**src/rtl/uart_rx.sv**
```systemverilog
// UART receiver: 16x oversampled, 2-flop input synchronizer, mid-bit sampling.
// Optional even-parity bit after the data bits when UART_RX_PARITY_EN is defined.
module uart_rx #(
  parameter int WordLength   = 8,
  parameter int StopBitTicks = 16
) (
  input  logic       clk,
  input  logic       rst,
  input  logic       rx_i,
  input  logic       tick_i,
  output logic [7:0] dout_o,
  output logic       eorx_o,
  output logic       frame_err_o,
  output logic       parity_err_o,
  output logic       busy_o,
  output logic [2:0] state_dbg
);

  // The sample counter grows past 4 bits only for stop bits longer than one bit time.
  localparam int SW = (StopBitTicks > 16) ? $clog2(StopBitTicks) : 4;
  localparam logic [SW-1:0] S_MID  = SW'(7);
  localparam logic [SW-1:0] S_LAST = SW'(15);
  localparam logic [SW-1:0] S_STOP = SW'(StopBitTicks - 1);
  localparam logic [2:0]    N_LAST = 3'(WordLength - 1);

  typedef enum logic [2:0] {
    IDLE   = 3'd0,
    START  = 3'd1,
    DATA   = 3'd2,
`ifdef UART_RX_PARITY_EN
    PARITY = 3'd3,
`endif
    STOP   = 3'd4
  } state_t;

  state_t        state, state_nxt;
  logic [SW-1:0] s, s_nxt;
  logic [2:0]    n, n_nxt;
  logic [7:0]    b, b_nxt;
  logic          rx_meta, rx_s;
  logic          done;
  logic [7:0]    word;

  always_ff @(posedge clk or posedge rst) begin
    if (rst) begin
      rx_meta <= 1'b1;
      rx_s    <= 1'b1;
    end else begin
      rx_meta <= rx_i;
      rx_s    <= rx_meta;
    end
  end

  always_ff @(posedge clk or posedge rst) begin
    if (rst) begin
      state <= IDLE;
      s     <= '0;
      n     <= '0;
      b     <= '0;
    end else begin
      state <= state_nxt;
      s     <= s_nxt;
      n     <= n_nxt;
      b     <= b_nxt;
    end
  end

`ifdef UART_RX_PARITY_EN
  logic par_bit, par_nxt;

  always_ff @(posedge clk or posedge rst) begin
    if (rst) par_bit <= 1'b0;
    else     par_bit <= par_nxt;
  end
`endif

  always_comb begin
    state_nxt = state;
    s_nxt     = s;
    n_nxt     = n;
    b_nxt     = b;
    done      = 1'b0;
`ifdef UART_RX_PARITY_EN
    par_nxt   = par_bit;
`endif
    case (state)
      IDLE: begin
        if (!rx_s) begin
          state_nxt = START;
          s_nxt     = '0;
        end
      end
      START: begin
        if (tick_i) begin
          if (s == S_MID) begin
            // Start bit must still be low at its midpoint, otherwise it was a glitch.
            if (!rx_s) begin
              state_nxt = DATA;
              s_nxt     = '0;
              n_nxt     = '0;
            end else begin
              state_nxt = IDLE;
            end
          end else begin
            s_nxt = s + 1'b1;
          end
        end
      end
      DATA: begin
        if (tick_i) begin
          if (s == S_LAST) begin
            s_nxt = '0;
            b_nxt = {rx_s, b[7:1]};
            if (n == N_LAST) begin
`ifdef UART_RX_PARITY_EN
              state_nxt = PARITY;
`else
              state_nxt = STOP;
`endif
            end else begin
              n_nxt = n + 1'b1;
            end
          end else begin
            s_nxt = s + 1'b1;
          end
        end
      end
`ifdef UART_RX_PARITY_EN
      PARITY: begin
        if (tick_i) begin
          if (s == S_LAST) begin
            par_nxt   = rx_s;
            s_nxt     = '0;
            state_nxt = STOP;
          end else begin
            s_nxt = s + 1'b1;
          end
        end
      end
`endif
      STOP: begin
        if (tick_i) begin
          // Leaving at mid-stop lets a following start bit be caught with no dead time.
          if (s == S_STOP) begin
            state_nxt = IDLE;
            done      = 1'b1;
          end else begin
            s_nxt = s + 1'b1;
          end
        end
      end
      default: state_nxt = IDLE;
    endcase
  end

  // Data bits arrive LSB first into the top of b; right-justify them.
  assign word = b >> (8 - WordLength);

  always_ff @(posedge clk or posedge rst) begin
    if (rst) begin
      dout_o      <= '0;
      eorx_o      <= 1'b0;
      frame_err_o <= 1'b0;
    end else begin
      eorx_o <= done;
      if (done) begin
        dout_o      <= word;
        frame_err_o <= ~rx_s;
      end
    end
  end

`ifdef UART_RX_PARITY_EN
  always_ff @(posedge clk or posedge rst) begin
    if (rst)       parity_err_o <= 1'b0;
    else if (done) parity_err_o <= (^word) ^ par_bit;
  end
`else
  assign parity_err_o = 1'b0;
`endif

  assign busy_o    = (state != IDLE);
  assign state_dbg = state;

endmodule
```
**config.mk**
```make
export PLATFORM = sky130hd
export DESIGN_NAME = uart_rx
export DESIGN_NICKNAME = d
export VERILOG_FILES = /design/src/rtl/uart_rx.sv
export SDC_FILE = /design/constraint.sdc
export NUM_CORES = 1
export LEC_CHECK = 0
export ABC_CLOCK_PERIOD_IN_PS = 2400
export BUFFER_PORTS_ARGS = -buffer_cell sky130_fd_sc_hd__buf_2
export CORE_MARGIN = 1.5
export CORE_UTILIZATION = 56
export DETAILED_ROUTE_END_ITERATION = 10
export GPL_TIMING_DRIVEN = 0
export PLACE_DENSITY = 0.86
export SETUP_SLACK_MARGIN = 0.02
export SYNTH_ARGS = -nofsm -noshare
export SYNTH_HDL_FRONTEND = slang
export SYNTH_SLANG_ARGS = --single-unit
export TNS_END_PERCENT = 1
```
**constraint.sdc**
```tcl
create_clock -name clk -period 2.4 [get_ports clk]
set_input_delay 0 -clock clk [delete_from_list [all_inputs] [get_ports clk]]
set_output_delay 0 -clock clk [all_outputs]
set_load 0.005 [all_outputs]
```
==> impl_results.md, run 1 <==
- FILL cells: between 150 and 200
- Die Height: 55.4 um
- Number of global-route vias before repair: 1108
- Met3 Wirelength: about 190 um
- Netlist Area Pre-Place: 1540 um2
- Initial core utilization: approximately three fifths
- Synth top area share: 45.5%
- H-Tree Depth: 2
- Cell count after synthesis: 127
- Commonest non-fill, non-tap cell in the layout: dfrtp_1
- Worst path cell trace: ha_1, ha_1, nand2b_1, o22a_1, a2111oi_4, mux2_1
- Global-route wire length before repair: slightly above 5000 um
- Worst Path Max Fanout: 3
- Wl on met1: about 1200 um
- TritonCTS Buffers: 5
- Root Driver: clkbuf_4
- Register area share after synthesis: 48.9%
- Final #Nets: 160
- Pwr dens: 813 nW/um2
- Max_cap viols: 0
- TritonCTS clock tree: done
- Area leader, netlist: dfrtp_1
- Yosys warning total: 0
- Setup CP Type: flop to flop
- DRC Markers: 0
- Routed WL: between 2000 and 3000 um
- Core area: 2540 um2
- Placer Congestion: 0.876
- Seq cells post-synth: 30
- Register share of total power: 42.3%
- DR top layer: met4
- Clock Skews: ~0.0059 ns
- Hold Vio Cnt, Final: 0
- DRT iter0 DRCs: 15
- Most frequent cells in the layout: dfrtp_1, buf_2, mux2_2
- Max Root-Sink Buffers: 2
- FFs w/ async S/R, synth: 100%
- Final Util: 67.9%
- Post-DP HPWL: 2030 um
- CTS Sinks: 30
- Clk_lat worst skew: 0.32 ns
- Ports: 19
- Clock power frac: a little under a fifth
- CP max stage delay: 0.45 ns
- Met2 wire len: about 1400 um
- Drt pass-1 iters: 4
- Gr ovfl total: 0
- Required @ worst endpoint: 2.61 ns
- Switching power: 0.514 mW
- Ranking of synthesized cells by area: dfrtp_1, mux2_2, a2111oi_4
- Layout cells sized above 1: 37.3%
- Via count: around 1100
- Syn nets: 134
- DIE AREA: 3070 um2
- Gr usage total: 21.4%
- Critical path endpoint category: flop
- # setup viols final: 0
- Post-CTS setup buffer count: 0
- Sw frac: around 37%
- Post-route ant nets: 0
- Worst setup SP type: flop
- Hold WC Path Type: input pin to flop
- Status: finished clean
- Largest net degree at the start of global routing: 31
- Period utilization: 88.4%
- Max rail drop VDD: 0.000672 V
- Most used cell, CP: ha_1
- Post-synth EDFFs: 0
- Top_reg_cell synth: dfrtp_1
- Worst-Margin Slew: around 1.1 ns
- Chip width: 55.4 um
- Lkg Pwr: approximately 0.86 nW
- Final-report max-slew violation count: 0
- Slew headroom: 28.5%
- Initial antenna violation count: 0
- Final TNS setup: 0 ns
- Comb pwr share: 38.8%
- Area growth, synth to finish: 12.4%
- Netlist cell types: 46
- Row Count: 18
- Clock transition at path regs: 0.09 ns
- I/O Buffers: 17
- F_max: 0.471 GHz
- RSZ-0062 raised after global routing: no
- Final min period: 2.12 ns
- Wire per inst: approximately 15 um
- Antenna Cells: 0
- CP max-delay cell: a2111oi_4
- Int Pwr: 0.891 mW
- Syn avg cell area: 12.1 um2
- Via density: 5.80
- Worst Path Arrival: 2.33 ns
## layer usage
metal  up-vias  track usage (%)
met5         -                0
met4         0             10.1
met3         8             8.20
met2        35             34.0
met1       508             25.4
li1        510                -
## cells by family after synthesis
kind of cell             Yosys count  share of synthesized area, %
flip-flops                        30                          48.9
AND/OR/NAND/NOR                   30                          12.1
AO/OA/AOI/OAI                     23                          14.5
multiplexers                      22                          15.9
buffers and inverters             17                          5.37
adder cells (fa/ha/maj)            3                          2.44
other                              1                         0.244
XOR/XNOR                           1                         0.569
## critical path, delay by kind of cell (launching register included)
kind | cells | cell delay (ns)
AOI/OAI and AO/OA | 2 | 0.68
DFF | 1 | 0.41
adders and majority gates | 2 | 0.39
and+or+nand+nor | 1 | 0.16
muxes | 1 | 0.37
## state kept, by name (all words and copies together), names as in the netlist
name and count:
b 8, dout_o 8, s 4, n 3, state_dbg 3, eorx_o 1
frame_err_o 1, rx_meta 1, rx_s 1
## layout make-up
cell class / instances / area, um2 / share of cell area [%]
buffer: 8 / 48.8 / 2.82
clock buffer: 5 / 37.5 / 2.17
clock inverter: 2 / 10.0 / 0.579
inverter: 9 / 33.8 / 1.95
multi-input combinational: 80 / 703 / 40.7
sequential: 30 / 753 / 43.6
tap: 30 / 37.5 / 2.17
timing repair buffer: 19 / 105 / 6.08
## Yosys cell counts, types with 2 or more instances
cell type	instances
dfrtp_1	28
mux2_1	3
buf_4	4
dfstp_2	2
nand2_1	3
inv_1	9
nand2b_1	3
or3b_1	2
mux2_2	16
ha_1	3
buf_2	3
nor2_1	6
and3_1	2
o21ai_0	2
mux2i_1	3
a2111oi_4	2
a21oi_1	3
nand3_1	3
nor3_1	2
nor2b_1	2
## per-stage QoR
stage	cell area, um2	std cells	power [mW]	setup slack, ns	hold WS [ns]
2_1_floorplan	1540	127	1.02	0.504	0.00448
3_3_place_gp	1660	174	1.11	0.394	0.105
3_5_place_dp	1660	174	1.15	0.293	0.107
4_1_cts	1730	183	1.42	0.281	0.0852
5_1_grt	1730	183	1.50	0.204	0.105
6_report	1730	183	1.41	0.279	0.107
## repair_timing
item	CTS	global route
gates resized for setup	0	0
hold buffers	2	0
endpoints found under the hold margin	29	0
## final timing paths
check | from | cells past startpoint | slack, ns | end
setup / recovery | n[0] | 6 | 0.28 | n[0]
setup reg to reg | n[0] | 6 | 0.28 | n[0]
hold / removal | tick_i | 4 | 0.11 | n[2]
min in group asynchronous | rst | 3 | 0.47 | eorx_o
max in group asynchronous | rst | 3 | 1.28 | dout_o[5]
hold reg to reg | rx_meta | 0 | 0.36 | rx_s
## power groups by stage
| stage | sequential [mW] | combinational [mW] | clock [mW] |
|---|---|---|---|
| floorplan | 0.595 | 0.427 | 0 |
| global placement | 0.598 | 0.513 | 0 |
| detailed placement | 0.604 | 0.541 | 0 |
| CTS | 0.594 | 0.546 | 0.282 |
| global route | 0.603 | 0.595 | 0.300 |
| finish | 0.594 | 0.545 | 0.266 |
No activity file was read; power rests on OpenSTA's default activity.
==> run 2: changes to the inputs <==
--- a/config.mk
+++ b/config.mk
@@ -7,8 +7,10 @@
 export LEC_CHECK = 0
 export ABC_CLOCK_PERIOD_IN_PS = 2400
 export BUFFER_PORTS_ARGS = -buffer_cell sky130_fd_sc_hd__buf_2
+export CELL_PAD_IN_SITES_DETAIL_PLACEMENT = 1
+export CELL_PAD_IN_SITES_GLOBAL_PLACEMENT = 1
 export CORE_MARGIN = 1.5
-export CORE_UTILIZATION = 56
+export CORE_UTILIZATION = 45
 export DETAILED_ROUTE_END_ITERATION = 10
 export GPL_TIMING_DRIVEN = 0
 export PLACE_DENSITY = 0.86
==> impl_results.md, run 2 (synthesis results as in run 1) <==
- Routed WL: 3130 um
- Hold Buf Count CTS: 2
- R2R cell count: 6
- RSZ-0062 raised after global routing: no
- H-Tree Depth: 2
- Worst Path Max Fanout: 3
- Worst setup SP type: flop
- GR peak layer: met2
- Post-Layout Cell Count: 200
- Number of global-route vias before repair: 1075
- Post-DP HPWL: 2260 um
- Drt pass-1 iters: 4
- TritonCTS clock tree: done
- Slew headroom: between 20% and 30%
- Placed cells: 190
- Layout cells sized above 1: 37.7%
- DRC Markers: 0
- Commonest non-fill, non-tap cell in the layout: dfrtp_1
- Antenna Cells: 0
- Clock transition at path regs: 0.09 ns
- Clk_lat worst skew: ~0.33 ns
- Post-route ant nets: 0
- Initial antenna violation count: 0
- Largest registers: b (8), dout_o (8), s (4)
- Max_cap viols: 0
- FILL cells: 362
- Root Driver: clkbuf_4
- Max rail drop VDD: 0.000532 V
- Initial core utilization: around 46%
- Hold WS: 0.0990 ns
- Placer Congestion: a little over 0.8
- Critical path endpoint category: flop
- Area growth, synth to finish: 17.8%
- Gr ovfl total: 0
- Hold path depth: 4
- F_max: slightly below 0.5 GHz
- Final Util: 54.8%
- Die Height: 61.5 um
- Worst Path Arrival: around 2.3 ns
- Largest net degree at the start of global routing: 31
- Row Count: 21
- Chip width: 61.5 um
- Core area: 3310 um2
- Required @ worst endpoint: 2.62 ns
- Wire per inst: 15.6 um
- Hold WC Path Type: input pin to flop
- Via count: 1087
- Global-route wire length before repair: between 5000 and 6000 um
- DIE AREA: 3780 um2
- Final-report max-slew violation count: 0
- Ports: 19
- Lkg Pwr: 0.890 nW
- Via density: 5.44
- # setup viols final: 0
- Status: finished clean
- Setup CP Type: flop to flop
- Final #Nets: between 150 and 200
- I/O Buffers: 17
- Post-CTS setup buffer count: 0
- Most frequent cells in the layout: dfrtp_1, buf_2, mux2_2
- Gr usage total: 19.8%
- Clock Skews: 0.00631 ns
- GR Layer Usage met3: 5.88%
- Pwr dens: 928 nW/um2
- Final min period: 2.08 ns
- Final TNS setup: 0 ns
- Max Root-Sink Buffers: 2
- GRT met1 Usage: 22.8%
- Worst-Margin Slew: 1.09 ns
- Met2 GRT Util: 33.2%
- Resize count post-CTS: 0
- CTS Sinks: 30
- Hold Vio Cnt, Final: 0
- DRT iter0 DRCs: 44
- TritonCTS Buffers: 5
- Period utilization: 86.6%
==> run 2: changes by cell type in the layout (fill, tap and decap cells not counted), sizes merged <==
cell    previous run  this run
clkinv             2         0
clkbuf             6         7
bufinv             0         2
==> run 2: final timing paths <==
path,endpoint,slack [ns],from
setup / recovery,n[0],0.32,n[0]
hold / removal,n[2],0.1,tick_i
setup reg to reg,n[0],0.32,n[0]
hold reg to reg,rx_s,0.37,rx_meta
max in group asynchronous,dout_o[5],1.26,rst
min in group asynchronous,eorx_o,0.48,rst
==> run 2: power by group <==
group | internal, mW | total (mW) | switching [mW]
clock | 0.353 | 0.532 | 0.179
combinational | 0.238 | 0.554 | 0.317
sequential | 0.550 | 0.596 | 0.0456
==> run 2: routing by layer <==
layer	part of all wire [%]	routed length, um
met5	0	0
met4	2.8	89
met3	4.0	124
met2	52	1620
met1	41	1290
==> run 2: stage by stage <==
stage,setup slack [ns],instance area [um2],power (mW)
CTS,0.293,1810,1.71
finish,0.322,1810,1.68
global route,0.199,1810,1.78
floorplan,0.504,1540,1.02
detailed placement,0.350,1680,1.16
global placement,0.393,1680,1.12
==> run 2: final cells by class <==
cell class	instances	area, um2	share of cell area (%)
Clock buffer	6	51.3	2.83
Timing Repair Buffer	19	105	5.80
Clock inverter	2	60.1	3.31
Tap cell	46	57.6	3.17
Buffer	8	48.8	2.69
Inverter	9	33.8	1.86
Multi-Input combinational cell	80	703	38.8
Sequential cell	30	753	41.5
==> run 2: critical path, stage by stage, from the launching register on <==
cell       delay [ns]
dfrtp_1          0.42
ha_1             0.21
ha_1             0.17
nand2b_1         0.16
o22a_1           0.22
a2111oi_4        0.41
mux2_1           0.38
==> run 3: changes to the inputs <==
--- a/config.mk
+++ b/config.mk
@@ -5,12 +5,14 @@
 export SDC_FILE = /design/constraint.sdc
 export NUM_CORES = 1
 export LEC_CHECK = 0
+export ABC_AREA = 1
 export ABC_CLOCK_PERIOD_IN_PS = 2400
 export BUFFER_PORTS_ARGS = -buffer_cell sky130_fd_sc_hd__buf_2
+export CAP_MARGIN = 20
 export CELL_PAD_IN_SITES_DETAIL_PLACEMENT = 1
 export CELL_PAD_IN_SITES_GLOBAL_PLACEMENT = 1
 export CORE_MARGIN = 1.5
-export CORE_UTILIZATION = 45
+export CORE_UTILIZATION = 42
 export DETAILED_ROUTE_END_ITERATION = 10
 export GPL_TIMING_DRIVEN = 0
 export PLACE_DENSITY = 0.86
==> impl_results.md, run 3 <==
- Simple-gate share of the synthesized area: 31.2%
- Hold Vio Cnt, Final: 0
- Post-synthesis compound-gate area fraction: 11.4%
- Synth top area share: 43.5%
- Final #Nets: 233
- Final Util: between 50% and 60%
- Syn avg cell area: approximately 8.1 um2
- Seq cells post-synth: 30
- Final-report max-slew violation count: 0
- Root Driver: clkbuf_8
- Placer Congestion: 0.801
- CP max stage delay: roughly 0.45 ns
- Initial antenna violation count: 0
- Top_reg_cell synth: dfrtp_1
- Lkg Pwr: 1.05 nW
- Clock Skews: slightly below 0.006 ns
- CP max-delay cell: dfrtp_1
- Die Height: ~65 um
- Commonest non-fill, non-tap cell in the layout: nand2_1
- Global-route wire length before repair: 6350 um
- Clk_lat worst skew: slightly below 0.3 ns
- Main combinational cell family by area after synthesis: simple AND/OR/NAND/NOR gates
- Drt pass-1 iters: 4
- Largest registers: b (8), dout_o (8), s (4)
- Max_cap viols: 0
- Setup CP Type: flop to flop
- Netlist cell types: 23
- Via count: 1350
- Pwr dens: 962 nW/um2
- Netlist Area Pre-Place: 1610 um2
- Worst Path Max Fanout: 7
- DRT iter0 DRCs: just under 50
- Chip width: 64.9 um
- Worst path cell trace: ha_1, nand2_1, nor2_1, nor2_1, nor2_1, nand3_1, nand2_1, nand2_1
- Gr usage total: 19.7%
- R2R cell count: 8
- Layout cells sized above 1: 28.2%
- Resize count post-CTS: 0
- Post-route ant nets: 0
- Syn nets: 206
- RSZ-0062 raised after global routing: no
- Final min period: 1.76 ns
- Largest net degree at the start of global routing: 23
- Post-DP HPWL: roughly 2700 um
- Clock transition at path regs: approximately 0.070 ns
- TritonCTS clock tree: done
- CTS Sinks: 30
- Adder-Cell Fraction of Synth Area: 2.33%
- Worst Path Arrival: 1.94 ns
- I/O Buffers: 17
- Most frequent cells in the layout: nand2_1, dfrtp_1, inv_1
- Synth Area in XOR/XNOR: 0%
- # setup viols final: 0
- Final Cell Area: roughly 1900 um2
- Worst setup SP type: flop
- Ranking of synthesized cells by area: dfrtp_1, nand2_1, o21ai_2
- Critical path endpoint category: flop
- Yosys warning total: 0
- F_max: 0.569 GHz
- Core area: 3660 um2
- H-Tree Depth: 2
- Gr ovfl total: 0
- Hold Buf Count CTS: 2
- Mux cell area share after synthesis: 0%
- Most instantiated cells after synthesis: nand2_1, dfrtp_1, inv_1
- DP Area: about 1800 um2
- Ports: 19
- FFs w/ async S/R, synth: 100%
- Area leader, netlist: dfrtp_1
- Register area share after synthesis: 46.8%
- Number of global-route vias before repair: approximately 1500
- Cell with the most instances after synthesis: nand2_1
- Hold path depth: 4
- Status: finished clean
- Wire per inst: 13.4 um
- Post-CTS setup buffer count: 0
- Max Root-Sink Buffers: 2
- Required @ worst endpoint: 2.58 ns
- Antenna Cells: 0
- DIE AREA: 4210 um2
- Cell count after synthesis: approximately 200
- Max rail drop VDD: 0.000420 V
- Final TNS setup: 0 ns
- Area growth, synth to finish: 17.9%
- Via density: 4.91
- Routed WL: 3680 um
- Hold WC Path Type: input pin to flop
- Row Count: 22
- Initial core utilization: a little over two fifths
- Period utilization: 73.2%
- TritonCTS Buffers: 5
- DRC Markers: 0
- Post-synth EDFFs: 0
[run 3: cell type report]
cell class / instances / area (um2)
fillers: 456 / 1760
flip-flops and latches: 30 / 753
multi-input cells: 140 / 728
repair buffers: 20 / 133
inverters: 26 / 98.8
clock buffers: 6 / 82.6
well taps: 48 / 60.1
plain buffers: 3 / 30.0
clock inverters: 2 / 12.5
[run 3: kinds of logic (layout without fill, tap and decap cells)]
| group | after synthesis | after routing |
|---|---|---|
| other cells | 1 | 1 |
| compound gates | 24 | 24 |
| buf+inv | 29 | 57 |
| fa+ha+maj | 3 | 3 |
| simple gates | 112 | 112 |
| flops | 30 | 30 |
[run 3: final timing paths]
path,startpoint,slack (ns),to
hold reg to reg,rx_meta,0.36,rx_s
setup reg to reg,s[0],0.64,state_dbg[1]
max in group asynchronous,rst,1.71,dout_o[1]
setup / recovery,s[0],0.64,state_dbg[1]
hold / removal,tick_i,0.14,state_dbg[0]
min in group asynchronous,rst,0.24,s[3]
[run 3: report_power, final]
part	switching (mW)	total, mW	internal (mW)	leakage (nW)
clock	0.209	0.439	0.230	0.0472
sequential	0.0718	0.630	0.558	0.407
combinational	0.508	0.758	0.250	0.596
total	0.788	1.83	1.04	1.05
[run 3: critical path: cells and delay by family (launching register included)]
family | cells | cell delay, ns
simple gates | 7 | 0.93
flops | 1 | 0.45
fa+ha+maj | 1 | 0.26
[run 3: through the flow]
step	worst slack, ns	hold slack [ns]	std cells	total power, mW
after floorplan	0.980	0.00448	199	1.17
after global placement	0.755	0.105	264	1.35
after detailed placement	0.665	0.00680	265	1.38
after CTS	0.656	0.133	275	1.83
after global routing	0.463	0.153	275	1.95
final	0.644	0.139	275	1.83
[run 3: routing by layer]
layer / wire (um) / up-vias / GRT usage (%)
met3: 135 / 6 / 5.56
met4: 56 / 0 / 7.18
met1: 1670 / 652 / 23.8
met2: 1820 / 17 / 33.4
met5: 0 / - / 0
li1: - / 675 / -
